**src/rtl/weight_feed_pkg.sv**
```systemverilog
// Shared types and sizing helpers for the diagonal weight feeder.
package weight_feed_pkg;

  typedef enum logic {
    IDLE   = 1'b0,
    STREAM = 1'b1
  } feed_state_e;

  function automatic int stream_len(input int nch, input int depth);
    return nch + depth - 1;
  endfunction

  function automatic int cnt_w(input int nch, input int depth);
    return $clog2(stream_len(nch, depth) + 1);
  endfunction

endpackage

```
**src/rtl/weight_feed_skew_lane.sv**
```systemverilog
// One channel of the feeder: active-tile shift register plus registered,
// zero-forced output beat. Channel C is live for stream counts C..C+DEPTH-1.
module weight_lane
  import weight_feed_pkg::*;
#(
  parameter int DEPTH = 4,
  parameter int DW    = 8,
  parameter int C     = 0,
  parameter int CW    = 3
) (
  input  logic                  clk,
  input  logic                  rstn,
  input  logic                  i_load,
  input  logic [DEPTH*DW-1:0]   i_data,
  input  logic                  i_stream,
  input  logic [CW-1:0]         i_cnt,
  output logic [DW-1:0]         o_dout,
  output logic                  o_valid
);

  localparam logic [CW-1:0] OFFS  = CW'(C);
  localparam logic [CW-1:0] DEP_C = CW'(DEPTH);

  logic [DEPTH*DW-1:0] r_sr;
  logic [CW-1:0]       w_rel;
  logic                w_en;

  // cnt < C wraps to a value >= DEPTH, so one compare covers both bounds
  assign w_rel = i_cnt - OFFS;
  assign w_en  = i_stream && (w_rel < DEP_C);

  always_ff @(posedge clk or negedge rstn) begin
    if (!rstn) begin
      r_sr    <= '0;
      o_dout  <= '0;
      o_valid <= 1'b0;
    end else begin
      o_valid <= w_en;
      o_dout  <= w_en ? r_sr[DW-1:0] : '0;
      // a new tile wins over the final shift of the old one on the last lane
      if (i_load)
        r_sr <= i_data;
      else if (w_en)
        r_sr <= r_sr >> DW;
    end
  end

endmodule

```
**src/rtl/weight_feed_skew.sv**
```systemverilog
// Ping-pong weight feeder streaming NCH channels in diagonal (skewed) order.
//   state  | meaning
//   IDLE   | no tile streaming; waits for start with a pending shadow tile
//   STREAM | cnt walks 0..L-1 across the diagonal; may chain the next tile
module weight_feed_skew
  import weight_feed_pkg::*;
#(
  parameter int NCH   = 4,
  parameter int DEPTH = 4,
  parameter int DW    = 8
) (
  input  logic                      clk,
  input  logic                      rstn,
  input  logic                      i_load_valid,
  output logic                      o_load_ready,
  input  logic [NCH*DEPTH*DW-1:0]   i_load_data,
  input  logic                      i_start,
  output logic                      o_busy,
  output logic                      o_done,
  output logic [NCH*DW-1:0]         o_dout,
  output logic [NCH-1:0]            o_dout_valid
);

  localparam int L  = stream_len(NCH, DEPTH);
  localparam int CW = cnt_w(NCH, DEPTH);
  localparam int TW = DEPTH * DW;
  localparam logic [CW-1:0] LAST = CW'(L - 1);

  feed_state_e               r_state;
  logic [CW-1:0]             r_cnt;
  logic [NCH*DEPTH*DW-1:0]   r_shadow;
  logic                      r_shadow_full;

  logic w_stream;
  logic w_last;
  logic w_swap;
  logic w_load;

  assign w_stream     = (r_state == STREAM);
  assign w_last       = w_stream && (r_cnt == LAST);
  assign w_swap       = i_start && r_shadow_full && ((r_state == IDLE) || w_last);
  assign w_load       = i_load_valid && !r_shadow_full;
  assign o_load_ready = !r_shadow_full;

  always_ff @(posedge clk or negedge rstn) begin
    if (!rstn) begin
      r_shadow      <= '0;
      r_shadow_full <= 1'b0;
    end else begin
      if (w_load)
        r_shadow <= i_load_data;
      if (w_swap)
        r_shadow_full <= 1'b0;
      else if (w_load)
        r_shadow_full <= 1'b1;
    end
  end

  always_ff @(posedge clk or negedge rstn) begin
    if (!rstn) begin
      r_state <= IDLE;
      r_cnt   <= '0;
      o_busy  <= 1'b0;
      o_done  <= 1'b0;
    end else begin
      // busy covers the done beat, which lands after STREAM has ended
      o_busy <= w_stream || w_swap;
      o_done <= w_last;
      case (r_state)
        IDLE: begin
          r_cnt <= '0;
          if (w_swap)
            r_state <= STREAM;
        end
        STREAM: begin
          if (w_last) begin
            r_cnt <= '0;
            if (!w_swap)
              r_state <= IDLE;
          end else begin
            r_cnt <= r_cnt + CW'(1);
          end
        end
        default: begin
          r_state <= IDLE;
          r_cnt   <= '0;
        end
      endcase
    end
  end

  for (genvar c = 0; c < NCH; c++) begin : g_lane
    weight_lane #(
      .DEPTH (DEPTH),
      .DW    (DW),
      .C     (c),
      .CW    (CW)
    ) u_lane (
      .clk      (clk),
      .rstn     (rstn),
      .i_load   (w_swap),
      .i_data   (r_shadow[c*TW +: TW]),
      .i_stream (w_stream),
      .i_cnt    (r_cnt),
      .o_dout   (o_dout[c*DW +: DW]),
      .o_valid  (o_dout_valid[c])
    );
  end

endmodule

```
**config.mk**
```make
export PLATFORM = sky130hd
export DESIGN_NAME = weight_feed_skew
export DESIGN_NICKNAME = d
export VERILOG_FILES = /design/src/rtl/weight_feed_pkg.sv /design/src/rtl/weight_feed_skew_lane.sv /design/src/rtl/weight_feed_skew.sv
export SDC_FILE = /design/constraint.sdc
export NUM_CORES = 1
export LEC_CHECK = 0
export ABC_CLOCK_PERIOD_IN_PS = 4050
export BUFFER_PORTS_ARGS = -buffer_cell sky130_fd_sc_hd__buf_2
export CORE_MARGIN = 1.5
export CORE_UTILIZATION = 63
export DETAILED_ROUTE_END_ITERATION = 8
export PLACE_DENSITY_LB_ADDON = 0.08
export SYNTH_ARGS = -nofsm -noshare
export SYNTH_HDL_FRONTEND = slang
export SYNTH_HIERARCHICAL = 1
export SYNTH_SLANG_ARGS = --single-unit
```
**constraint.sdc**
```tcl
create_clock -name clk -period 4.05 [get_ports clk]
set_input_delay 0.405 -clock clk [delete_from_list [all_inputs] [get_ports clk]]
set_output_delay 0.405 -clock clk [all_outputs]
set_load 0.03 [all_outputs]
```
==> impl_metrics.py <==
metrics = {
    "logic_synthesis": {
        "synth_edf_count": 0,
        "synth_area_leader_cell": "dfrtp_1",
        "synth_flop_cell": "dfrtp_1",
        "yosysSeqAreaShare": 0.556,
        "netlist.area_leader.share": 0.556,
        "netlist_area_um2": 13400,
        "synth_fp_nets": 1166,
        "synth.distinct_cells": 45,
        "ys_ff_latch": 299,
        "synthCells": 1032,
        "async_flop_share": 1.00,
        "ys_top_cells_by_area": "dfrtp_1 (56%), mux2_4 (13%), nor2b_1 (3.6%)",
        "yosys_warnings": 6,
        "syn_area_per_cell_um2": 13.0,
    },
    "critical_path": {
        "r2r_end": "g_lane[1].u_lane/r_sr[20]",
        "worstPathRequired_ps": 4460,
        "endpoint_kind": "flip-flop",
        "r2r_slack_ps": 1430,
        "cp_max_fo": 81,
        "reg2reg_depth": 6,
        "cp-start-kind": "flip-flop",
        "regToRegStartpoint": "r_cnt[1]",
        "startpoint": "r_cnt[1]",
        "arrival_ps": 3020,
        "crit_type": "reg -> reg",
    },
    "detailed_routing": {
        "final_antenna_net_count": 0,
        "wl_per_cell_um": 18.4,
        "drc": 0,
        "first_iter_violations": 687,
        "avgViaCountPerCell": 5.81,
        "drt-pass1-iter-count": 5,
        "vias": 8454,
        "wl_um": 26800,
    },
    "die": {
        "fp.dieW_um": 149,
        "core-area_um2": 21000,
        "die_area_um2": 22200,
        "fp-row-count": 53,
        "die_h_um": 149,
        "ios": 171,
        "start_util": 0.642,
    },
    "timing": {
        "whs_ps": 90.6,
        "finalMaxSlewViolations": 0,
        "fmax_mhz": 382,
        "final.setup.worst_slack_ps": 1430,
        "max-slew-margin-rel": 0.231,
        "post-route-period-util": 0.646,
        "min_period_ps": 2620,
        "rsz0062_at_grt": "no",
        "tightest_slew_ps": 1150,
        "final_hold_viol_count": 0,
        "finalSetupViolCount": 0,
        "fin_setup_tns_ps": 0,
        "fin_worst_skew_ps": 10.7,
    },
    "clocking": {
        "cts_setup_buffers": 0,
        "clk_pin_slew_ps": 60,
        "cts_max_path_buffers": 3,
        "cts_tree": "done",
        "h-tree-depth": 1,
        "worst_skew_pair.late_latency_ps": 540,
        "clock_sinks": 299,
        "numCtsBuffers": 31,
        "cts-root-buf": "clkbuf_16",
    },
    "final_layout": {
        "drive_gt1_frac": 0.323,
        "finalInstanceArea_um2": 15200,
        "antennaDiodeCount": 0,
        "final_util": 0.726,
        "fillers": 1475,
        "final_cell_count_no_fill": 1456,
        "fin_nets": 1300,
        "area_delta_synth_final_pct": 13.1,
    },
    "worst_hold_path": {
        "worstHoldStart": "i_load_data[105]",
        "hold_path_end": "r_shadow[105]",
        "whs_path_depth": 2,
        "hold_path.class": "in -> reg",
    },
    "run_status": {
        "outcome": "completed",
    },
    "job": {
        "drv_cap": 0,
    },
    "grt": {
        "grt_first_pass_wirelength_um": 44200,
        "overflow": 0,
        "grtUsageTotal": 0.247,
        "grt_pass1_vias": 8530,
        "antenna_found_initial": 0,
        "grt_max_degree": 96,
    },
    "place": {
        "hpwl_um": 16400,
        "port_buffers": 170,
        "place.gp.congestion": 0.750,
        "place_inst": 1407,
        "placed_area_um2": 14200,
        "pre_cts_ws_ps": 1450,
    },
    "power_and_ir_drop": {
        "powerDensity_nw_per_um2": 806,
        "p_leak_nw": 7.25,
        "irDropWorstVdd_mv": 0.431,
        "total_power_mw": 12.3,
    },
}
worst max-delay path, stage by stage (launching register included):
cell and delay, ps:
dfrtp_1 600, ha_1 280, a21bo_2 190, nor2b_4 550, buf_12 370, nor2b_1 140
a221o_1 350
placed cells by master, fill, tap and decap left out, types with 8 or more instances in the layout:
master	Yosys	routed
dfrtp_1	299	298
buf_2	21	169
mux2_4	120	120
nor2b_1	77	76
nand2_1	60	60
a221o_1	48	48
o211ai_1	40	40
o21ai_0	37	37
clkbuf_16	0	31
nor2_1	28	28
inv_1	28	28
a31oi_1	25	25
a311oi_1	24	24
a21oi_1	24	24
and4bb_1	20	20
and2_1	17	17
o21ai_1	15	15
buf_4	2	13
a22o_1	12	12
nand3_1	12	12
nand2b_1	10	10
and3_1	9	9
mux2_2	8	8
o211ai_2	8	8
sequential cells by signal, summed over array words and instances (netlist names):
signal / flops
r_state: 1
g_lane.u_lane/o_dout: 32
o_done: 1
r_shadow: 128
g_lane.u_lane/r_sr: 128
r_shadow_full: 1
r_cnt: 3
o_busy: 1
g_lane.u_lane/o_valid: 4
cell usage after synthesis (9+ instances only):
master    instances
nand2_1          60
nand2b_1         10
o21ai_1          15
a311oi_1         24
mux2_4          120
a31oi_1          25
and2_1           17
buf_2            21
nand3_1          12
o211ai_1         40
dfrtp_1         299
a221o_1          48
o21ai_0          37
nor2_1           28
and4bb_1         20
inv_1            28
and3_1            9
clkbuf_1         36
nor2b_1          77
buf_12           13
buf_6            11
a22o_1           12
a21oi_1          24
timing repair:
| action | in CTS | in global routing |
|---|---|---|
| hold buffers | 1 | 0 |
| resized for setup | 0 | 0 |
| endpoints found under the hold margin | 91 | 0 |
final cells by class:
type,instances,area [um2],share of cell area
sequential,299,7490,0.492
tap,275,344,0.0226
clock inverter,6,105,0.00691
inverter,31,119,0.00782
timing repair buffer,190,1090,0.0716
multi-input combinational,613,5200,0.342
clock buffer,42,867,0.0570
worst max-delay path by stage:
stage                                end  slack, ps  cells after the start
3_5_place_dp    g_lane[0].u_lane/r_sr[7]       1450                      6
6_report       g_lane[1].u_lane/r_sr[20]       1430                      6
4_1_cts        g_lane[1].u_lane/r_sr[20]       1400                      6
5_1_grt         g_lane[2].u_lane/r_sr[2]       1210                      6
2_1_floorplan   g_lane[1].u_lane/r_sr[0]       1460                      7
3_3_place_gp   g_lane[0].u_lane/r_sr[17]       1520                      5
layer usage:
| metal | vias up | wire (um) | global-route usage |
|---|---|---|---|
| met5 | - | 0 | 0 |
| met4 | 0 | 509 | 0.0550 |
| met3 | 45 | 1060 | 0.0333 |
| met2 | 200 | 12700 | 0.398 |
| met1 | 4235 | 12500 | 0.361 |
| li1 | 3974 | - | - |
logic make-up after synthesis:
logic type      count (synthesis)  synth area share
fa+ha+maj                       2           0.00186
flops                         299             0.556
buf+inv                       120            0.0584
simple gates                  243             0.108
compound gates                238             0.133
mux                           128             0.141
xor+xnor                        2           0.00186
power breakdown:
| group | internal [mW] | switching (mW) | total, mW |
|---|---|---|---|
| Clock | 1.66 | 1.08 | 2.74 |
| Sequential | 4.27 | 0.734 | 5.00 |
| Combinational | 2.18 | 2.34 | 4.52 |
| Total | 8.11 | 4.16 | 12.3 |
Power figures use the tool's default switching activity.
